--- config.mk ---
export PLATFORM = sky130hd
export DESIGN_NAME = bullet_fire_sched
export DESIGN_NICKNAME = d
export VERILOG_FILES = /design/src/rtl/bullet_fire_sched_pkg.sv /design/src/rtl/bullet_fire_sched_slot_picker.sv /design/src/rtl/bullet_fire_sched.sv
export SDC_FILE = /design/constraint.sdc
export NUM_CORES = 1
export LEC_CHECK = 0
export BUFFER_PORTS_ARGS = -buffer_cell sky130_fd_sc_hd__buf_2
export CAP_MARGIN = 20
export CORE_MARGIN = 4
export CORE_UTILIZATION = 56
export DETAILED_ROUTE_END_ITERATION = 10
export GPL_TIMING_DRIVEN = 0
export PLACE_DENSITY = 0.83
export SLEW_MARGIN = 30
export SYNTH_ARGS = -nofsm -noshare
export SYNTH_HDL_FRONTEND = slang
export SYNTH_SLANG_ARGS = --single-unit
--- constraint.sdc ---
create_clock -name clk_60hz -period 2.4 [get_ports clk_60hz]
set_input_delay 0.24 -clock clk_60hz [delete_from_list [all_inputs] [get_ports clk_60hz]]
set_output_delay 0.24 -clock clk_60hz [all_outputs]
set_load 0.01 [all_outputs]
--- src/rtl/bullet_fire_sched_pkg.sv ---
// bullet_fire_sched_pkg: FSM state encoding, default sizing, direction codes and helpers
// for the bullet fire scheduler.
package bullet_fire_sched_pkg;
  typedef enum logic [1:0] {IDLE = 2'd0, FIRE = 2'd1, COOLDOWN = 2'd2} state_t;
  localparam int DEF_NUM_SLOTS = 4;
  localparam int DEF_COOLDOWN_FRAMES = 8;
  localparam logic DIR_UP = 1'b1;
  localparam logic DIR_DOWN = 1'b0;
  function automatic logic [2:0] onehot_idx(input logic [7:0] v);
    onehot_idx = '0;
    for (int i = 0; i < 8; i++)
      if (v[i]) onehot_idx = 3'(i);
  endfunction
endpackage

--- src/rtl/bullet_fire_sched_slot_picker.sv ---
// bullet_fire_sched_slot_picker: combinational free-mask to one-hot slot choice.
// Ports: free (free-slot mask), start (index where the search begins, must be < NUM_SLOTS),
//        pick (one-hot chosen slot, 0 when nothing is free).
module bullet_fire_sched_slot_picker #(
  parameter int NUM_SLOTS = 4
) (
  input  logic [NUM_SLOTS-1:0] free,
  input  logic [2:0]           start,
  output logic [NUM_SLOTS-1:0] pick
);
  logic [NUM_SLOTS-1:0] rot, low;
  // Rotate so the start slot sits at bit 0, take the lowest set bit, rotate back.
  assign rot  = NUM_SLOTS'({free, free} >> start);
  assign low  = rot & (~rot + NUM_SLOTS'(1));
  assign pick = NUM_SLOTS'(({low, low} << start) >> NUM_SLOTS);
endmodule

--- src/rtl/bullet_fire_sched.sv ---
// bullet_fire_sched: frame-clocked fire scheduler for the ship's bullet pool.
// Ports: clk_60hz (frame clock), reset (sync, active-high), shoot_up/shoot_down (fire levels),
//        ship_x (ship X), slot_in_use (per-bullet busy flags) -> fire (one-hot start pulse),
//        fire_dir (1=up), fire_x (launch X), busy (FIRE or COOLDOWN), drop_cnt (saturating drops).
// Build option: BULLET_SCHED_RR_EN selects round-robin slot allocation instead of lowest-index.
module bullet_fire_sched
  import bullet_fire_sched_pkg::*;
#(
  parameter int NUM_SLOTS       = DEF_NUM_SLOTS,
  parameter int COOLDOWN_FRAMES = DEF_COOLDOWN_FRAMES,
  parameter int X_W             = 10
) (
  input  logic                 clk_60hz,
  input  logic                 reset,
  input  logic                 shoot_up,
  input  logic                 shoot_down,
  input  logic [X_W-1:0]       ship_x,
  input  logic [NUM_SLOTS-1:0] slot_in_use,
  output logic [NUM_SLOTS-1:0] fire,
  output logic                 fire_dir,
  output logic [X_W-1:0]       fire_x,
  output logic                 busy,
  output logic [7:0]           drop_cnt
);
  localparam int CW = $clog2(COOLDOWN_FRAMES + 1);
  localparam logic [CW-1:0] CNT_LOAD = CW'(COOLDOWN_FRAMES - 1);
  state_t state;
  logic up_q, dn_q, up_e, dn_e, req, dir, pending;
  logic [CW-1:0] cnt;
  logic [NUM_SLOTS-1:0] resv, free, pick;
  logic [1:0] resv_age;
  logic [2:0] start;
  assign up_e = shoot_up & ~up_q;
  assign dn_e = shoot_down & ~dn_q;
  assign req  = up_e | dn_e;
  assign free = ~slot_in_use & ~resv;
  assign busy = state != IDLE;
`ifdef BULLET_SCHED_RR_EN
  logic [2:0] ptr;
  assign start = ptr;
  always_ff @(posedge clk_60hz)
    if (reset) ptr <= '0;
    else if (state == FIRE && free != '0)
      ptr <= onehot_idx(8'(pick)) == 3'(NUM_SLOTS - 1) ? 3'd0 : onehot_idx(8'(pick)) + 3'd1;
`else
  assign start = '0;
`endif
  bullet_fire_sched_slot_picker #(.NUM_SLOTS(NUM_SLOTS)) u_picker (
    .free (free),
    .start(start),
    .pick (pick)
  );
  always_ff @(posedge clk_60hz) begin
    if (reset) begin
      state    <= IDLE;
      up_q     <= 1'b0;
      dn_q     <= 1'b0;
      dir      <= DIR_UP;
      pending  <= 1'b0;
      cnt      <= '0;
      resv     <= '0;
      resv_age <= '0;
      fire     <= '0;
      fire_dir <= DIR_UP;
      fire_x   <= '0;
      drop_cnt <= '0;
    end else begin
      up_q <= shoot_up;
      dn_q <= shoot_down;
      fire <= '0;
      // The just-fired slot stays blocked until its bullet reports in-use or two frames pass.
      if (resv != '0) begin
        resv_age <= resv_age - 2'd1;
        if ((resv & slot_in_use) != '0 || resv_age == 2'd1) resv <= '0;
      end
      case (state)
        IDLE:
          if (req || pending) begin
            state   <= FIRE;
            pending <= 1'b0;
            if (req) dir <= up_e ? DIR_UP : DIR_DOWN;
          end
        FIRE: begin
          // A request arriving now is for the next shot; this shot keeps the old direction.
          if (req) begin
            pending <= 1'b1;
            dir     <= up_e ? DIR_UP : DIR_DOWN;
          end
          if (free != '0) begin
            fire     <= pick;
            fire_x   <= ship_x;
            fire_dir <= dir;
            resv     <= pick;
            resv_age <= 2'd2;
            cnt      <= CNT_LOAD;
            state    <= COOLDOWN;
          end else begin
            drop_cnt <= drop_cnt + 8'(drop_cnt != 8'hff);
            state    <= IDLE;
          end
        end
        COOLDOWN: begin
          if (req) dir <= up_e ? DIR_UP : DIR_DOWN;
          if (cnt != '0) begin
            cnt <= cnt - CW'(1);
            if (req) pending <= 1'b1;
          end else begin
            // A request landing on the final cooldown frame is served like a pending one.
            state   <= (pending || req) ? FIRE : IDLE;
            pending <= 1'b0;
          end
        end
        default: state <= IDLE;
      endcase
    end
  end
endmodule

==> impl_metrics.yaml <==
status:
  status: "finished, final reports clean"
grt:
  grt_start_max_net_pins: 12
  grtUsageTotal_pct: 17.86
  grt_pass1_vias: 1357
  antenna_found_initial: 0
  grt_overflow: 0
  grt_pass1_wl_um: 5809
flow_run:
  drv_cap: 0
timing:
  fmax_ghz: 0.5703
  clock_skew_ns: 0.002447
  fin_setup_tns_ns: 0
  setup_viol: 0
  fin_ws_ns: 0.6465
  min_period_over_period_pct: 73.06
  relSlewSlack_pct: 62.78
  finalHoldViolCount: 0
  worstMarginPinSlew_ns: 0.5533
  final_max_slew_viol_count: 0
  rsz0062_at_grt: "false"
  final.min_clock_period_ns: 1.753
finish:
  n_fill_cell: 253
  fin_cells: 278
  fin_area_mm2: 0.002068
  antenna_cells: 0
  utilization_pct: 68.31
  nets: 260
  drive_gt1_share_pct: 25.64
  area_growth_pct: 17.32
routing:
  wl_um: 3474
  viasPerCell: 5.417
  first_pass_iters: 4
  met1Wirelength_um: 1656
  dr_wl_met3_um: 166
  remaining_drc_errors: 0
  highest_layer: "met4"
  wire_per_inst_um: 12.50
  postRouteAntennaNets: 0
  via_count: 1506
  drtIter0Drc: 75
  route.met2.wl_um: 1594
synthesis:
  synth_edf_count: 0
  async_flop_share_pct: 0
  syn_inst: 186
  synth_top_family_by_area: "simple AND/OR/NAND/NOR gates"
  ys_warn_count: 0
  synth_area_mm2: 0.001763
  synthSimpleGateAreaFrac_pct: 19.73
  synth_nets: 213
  yosysTopAreaCell: "dfxtp_1"
  synthFlopType: "dfxtp_1"
  yosysMostFrequentCell: "dfxtp_1"
  synth_top_area_share_pct: 44.29
  synth-compound-area-share_pct: 16.54
  yosys-top-cells-count: "39 x dfxtp_1, 17 x nor2_1, 12 x a21oi_1"
  synth_cell_types: 46
  synth-xor-area-share_pct: 1.987
  ys_seq_area_share_pct: 44.29
  syn_area_per_cell_um2: 9.478
  synth-seq-cells: 39
  synth_fa_ha_area_share_pct: 6.388
  ys_top_cells_by_area: "dfxtp_1 44%, ha_1 6.4%, mux2i_1 6.2%, nor2_1 3.6%, a21oi_1 3.4%"
  synth.mux.area_fraction_pct: 6.246
worst_hold_path:
  min_path_cells: 2
  hp-class: "in -> reg"
clock_network:
  clk_pin_slew_ns: 0.10
  tritoncts: "yes"
  htreeDepth: 2
  cts_buffers: 5
  cts_root_buf: "clkbuf_4"
  holdBufCountCts: 0
  post_cts_buffers: 0
  clk_latency_ns: 0.34
  clockBufferDepth: 2
  cts_resized: 0
  cts_sinks: 39
floorplanning:
  core-area_mm2: 0.003028
  die_area_mm2: 0.004110
  initial_core_util_pct: 58.22
  fp-row-count: 20
  io_pins: 42
  die_y_um: 64.11
  die_w_um: 64.11
setup_path:
  cp_max_fo: 6
  worst_setup_path_end_kind: "register"
  r2r_cells: 8
  critPathArrivalTime_ns: 1.99
  crit_type: "reg -> reg"
  cp-start-kind: "register"
  cp.required_ns: 2.63
power_and_ir_drop:
  leakagePower_nw: 0.9620
  ir_drop_mv: 0.5259
  powerDensity_mw_per_mm2: 741.9
placed_design:
  dp_slack_ns: 0.6683
  dp_hpwl_um: 2654
  routabilityCongestion: 0.8201
  port_buffers: 40
  dp.cells: 270
  placed_area_mm2: 0.002018
==> final cells by class <==
| class | instances | area (µm²) | share of cell area, % |
|---|---|---|---|
| buffer | 7 | 47.55 | 2.299 |
| clock buffer | 7 | 45.04 | 2.178 |
| clock inverter | 1 | 5.005 | 0.2420 |
| inverter | 10 | 37.54 | 1.815 |
| multi-input combinational | 130 | 897.1 | 43.38 |
| sequential | 39 | 780.7 | 37.75 |
| tap | 44 | 55.05 | 2.662 |
| timing repair buffer | 40 | 200.2 | 9.679 |
==> sequential cells by signal, indices dropped and copies added, names as in the netlist <==
register and cells:
drop_cnt 8, fire 4, pending 1, resv 4
cnt 4, dir 1, state 2, up_q 1
resv_age 2, dn_q 1, fire_dir 1, fire_x 10
==> worst max-delay path, stage by stage, from the launching register on <==
cell and delay, ns:
dfxtp_1 0.46, and4_1 0.27, nand3_1 0.09, ha_1 0.23
ha_1 0.23, nand4_1 0.10, nor3_1 0.06, xnor2_1 0.15
nor2_1 0.05
==> cells in the final DEF (no fill, tap or decap), drive strengths merged, types with 3 or more instances in the layout <==
master | Yosys | routed
a21oi | 12 | 12
clkbuf | 5 | 12
or3 | 7 | 7
nand3 | 4 | 4
buf | 2 | 42
o22a | 3 | 3
a21o | 4 | 4
nor2b | 5 | 5
nand4 | 4 | 4
ha | 9 | 9
o21ai | 7 | 7
nor2 | 17 | 17
dfxtp | 39 | 39
nor3 | 7 | 7
mux2i | 11 | 11
nand2 | 11 | 11
nor4 | 4 | 4
inv | 10 | 10
==> logic make-up (layout without fill, tap and decap cells) <==
logic type	after synthesis	after routing
flops	39	39
compound gates	40	40
buf+inv	17	65
fa+ha+maj	9	9
mux	11	11
simple gates	66	66
xor+xnor	4	4
==> power breakdown <==
group / internal, mW / switching, mW
Clock: 0.114 / 0.202
Sequential: 0.723 / 0.0562
Combinational: 0.207 / 0.232
Total: 1.04 / 0.490
==> final timing paths <==
kind,from,to,slack (ns)
worst max-delay path,drop_cnt[2]$_SDFFE_PP0P_,drop_cnt[4]$_SDFFE_PP0P_,0.65
worst min-delay path,shoot_up,up_q$_SDFF_PP0_,0.11
worst min register to register,pending$_SDFFE_PP0P_,pending$_SDFFE_PP0P_,0.48
worst max register to register,drop_cnt[2]$_SDFFE_PP0P_,drop_cnt[4]$_SDFFE_PP0P_,0.65
==> metrics by stage <==
step	hold slack [ns]	power, mW
6_report	0.1118	1.534
5_1_grt	0.09154	1.646
4_1_cts	0.1018	1.546
3_5_place_dp	0.4662	1.234
3_3_place_gp	0.4563	1.223
2_1_floorplan	0.3282	1.118
==> routing by layer <==
| metal | global-route usage, % | vias up |
|---|---|---|
| li1 | - | 766 |
| met1 | 21.65 | 701 |
| met2 | 28.90 | 32 |
| met3 | 6.151 | 7 |
| met4 | 7.124 | 0 |
| met5 | 0 | - |
No activity file was read; power rests on OpenSTA's default activity.
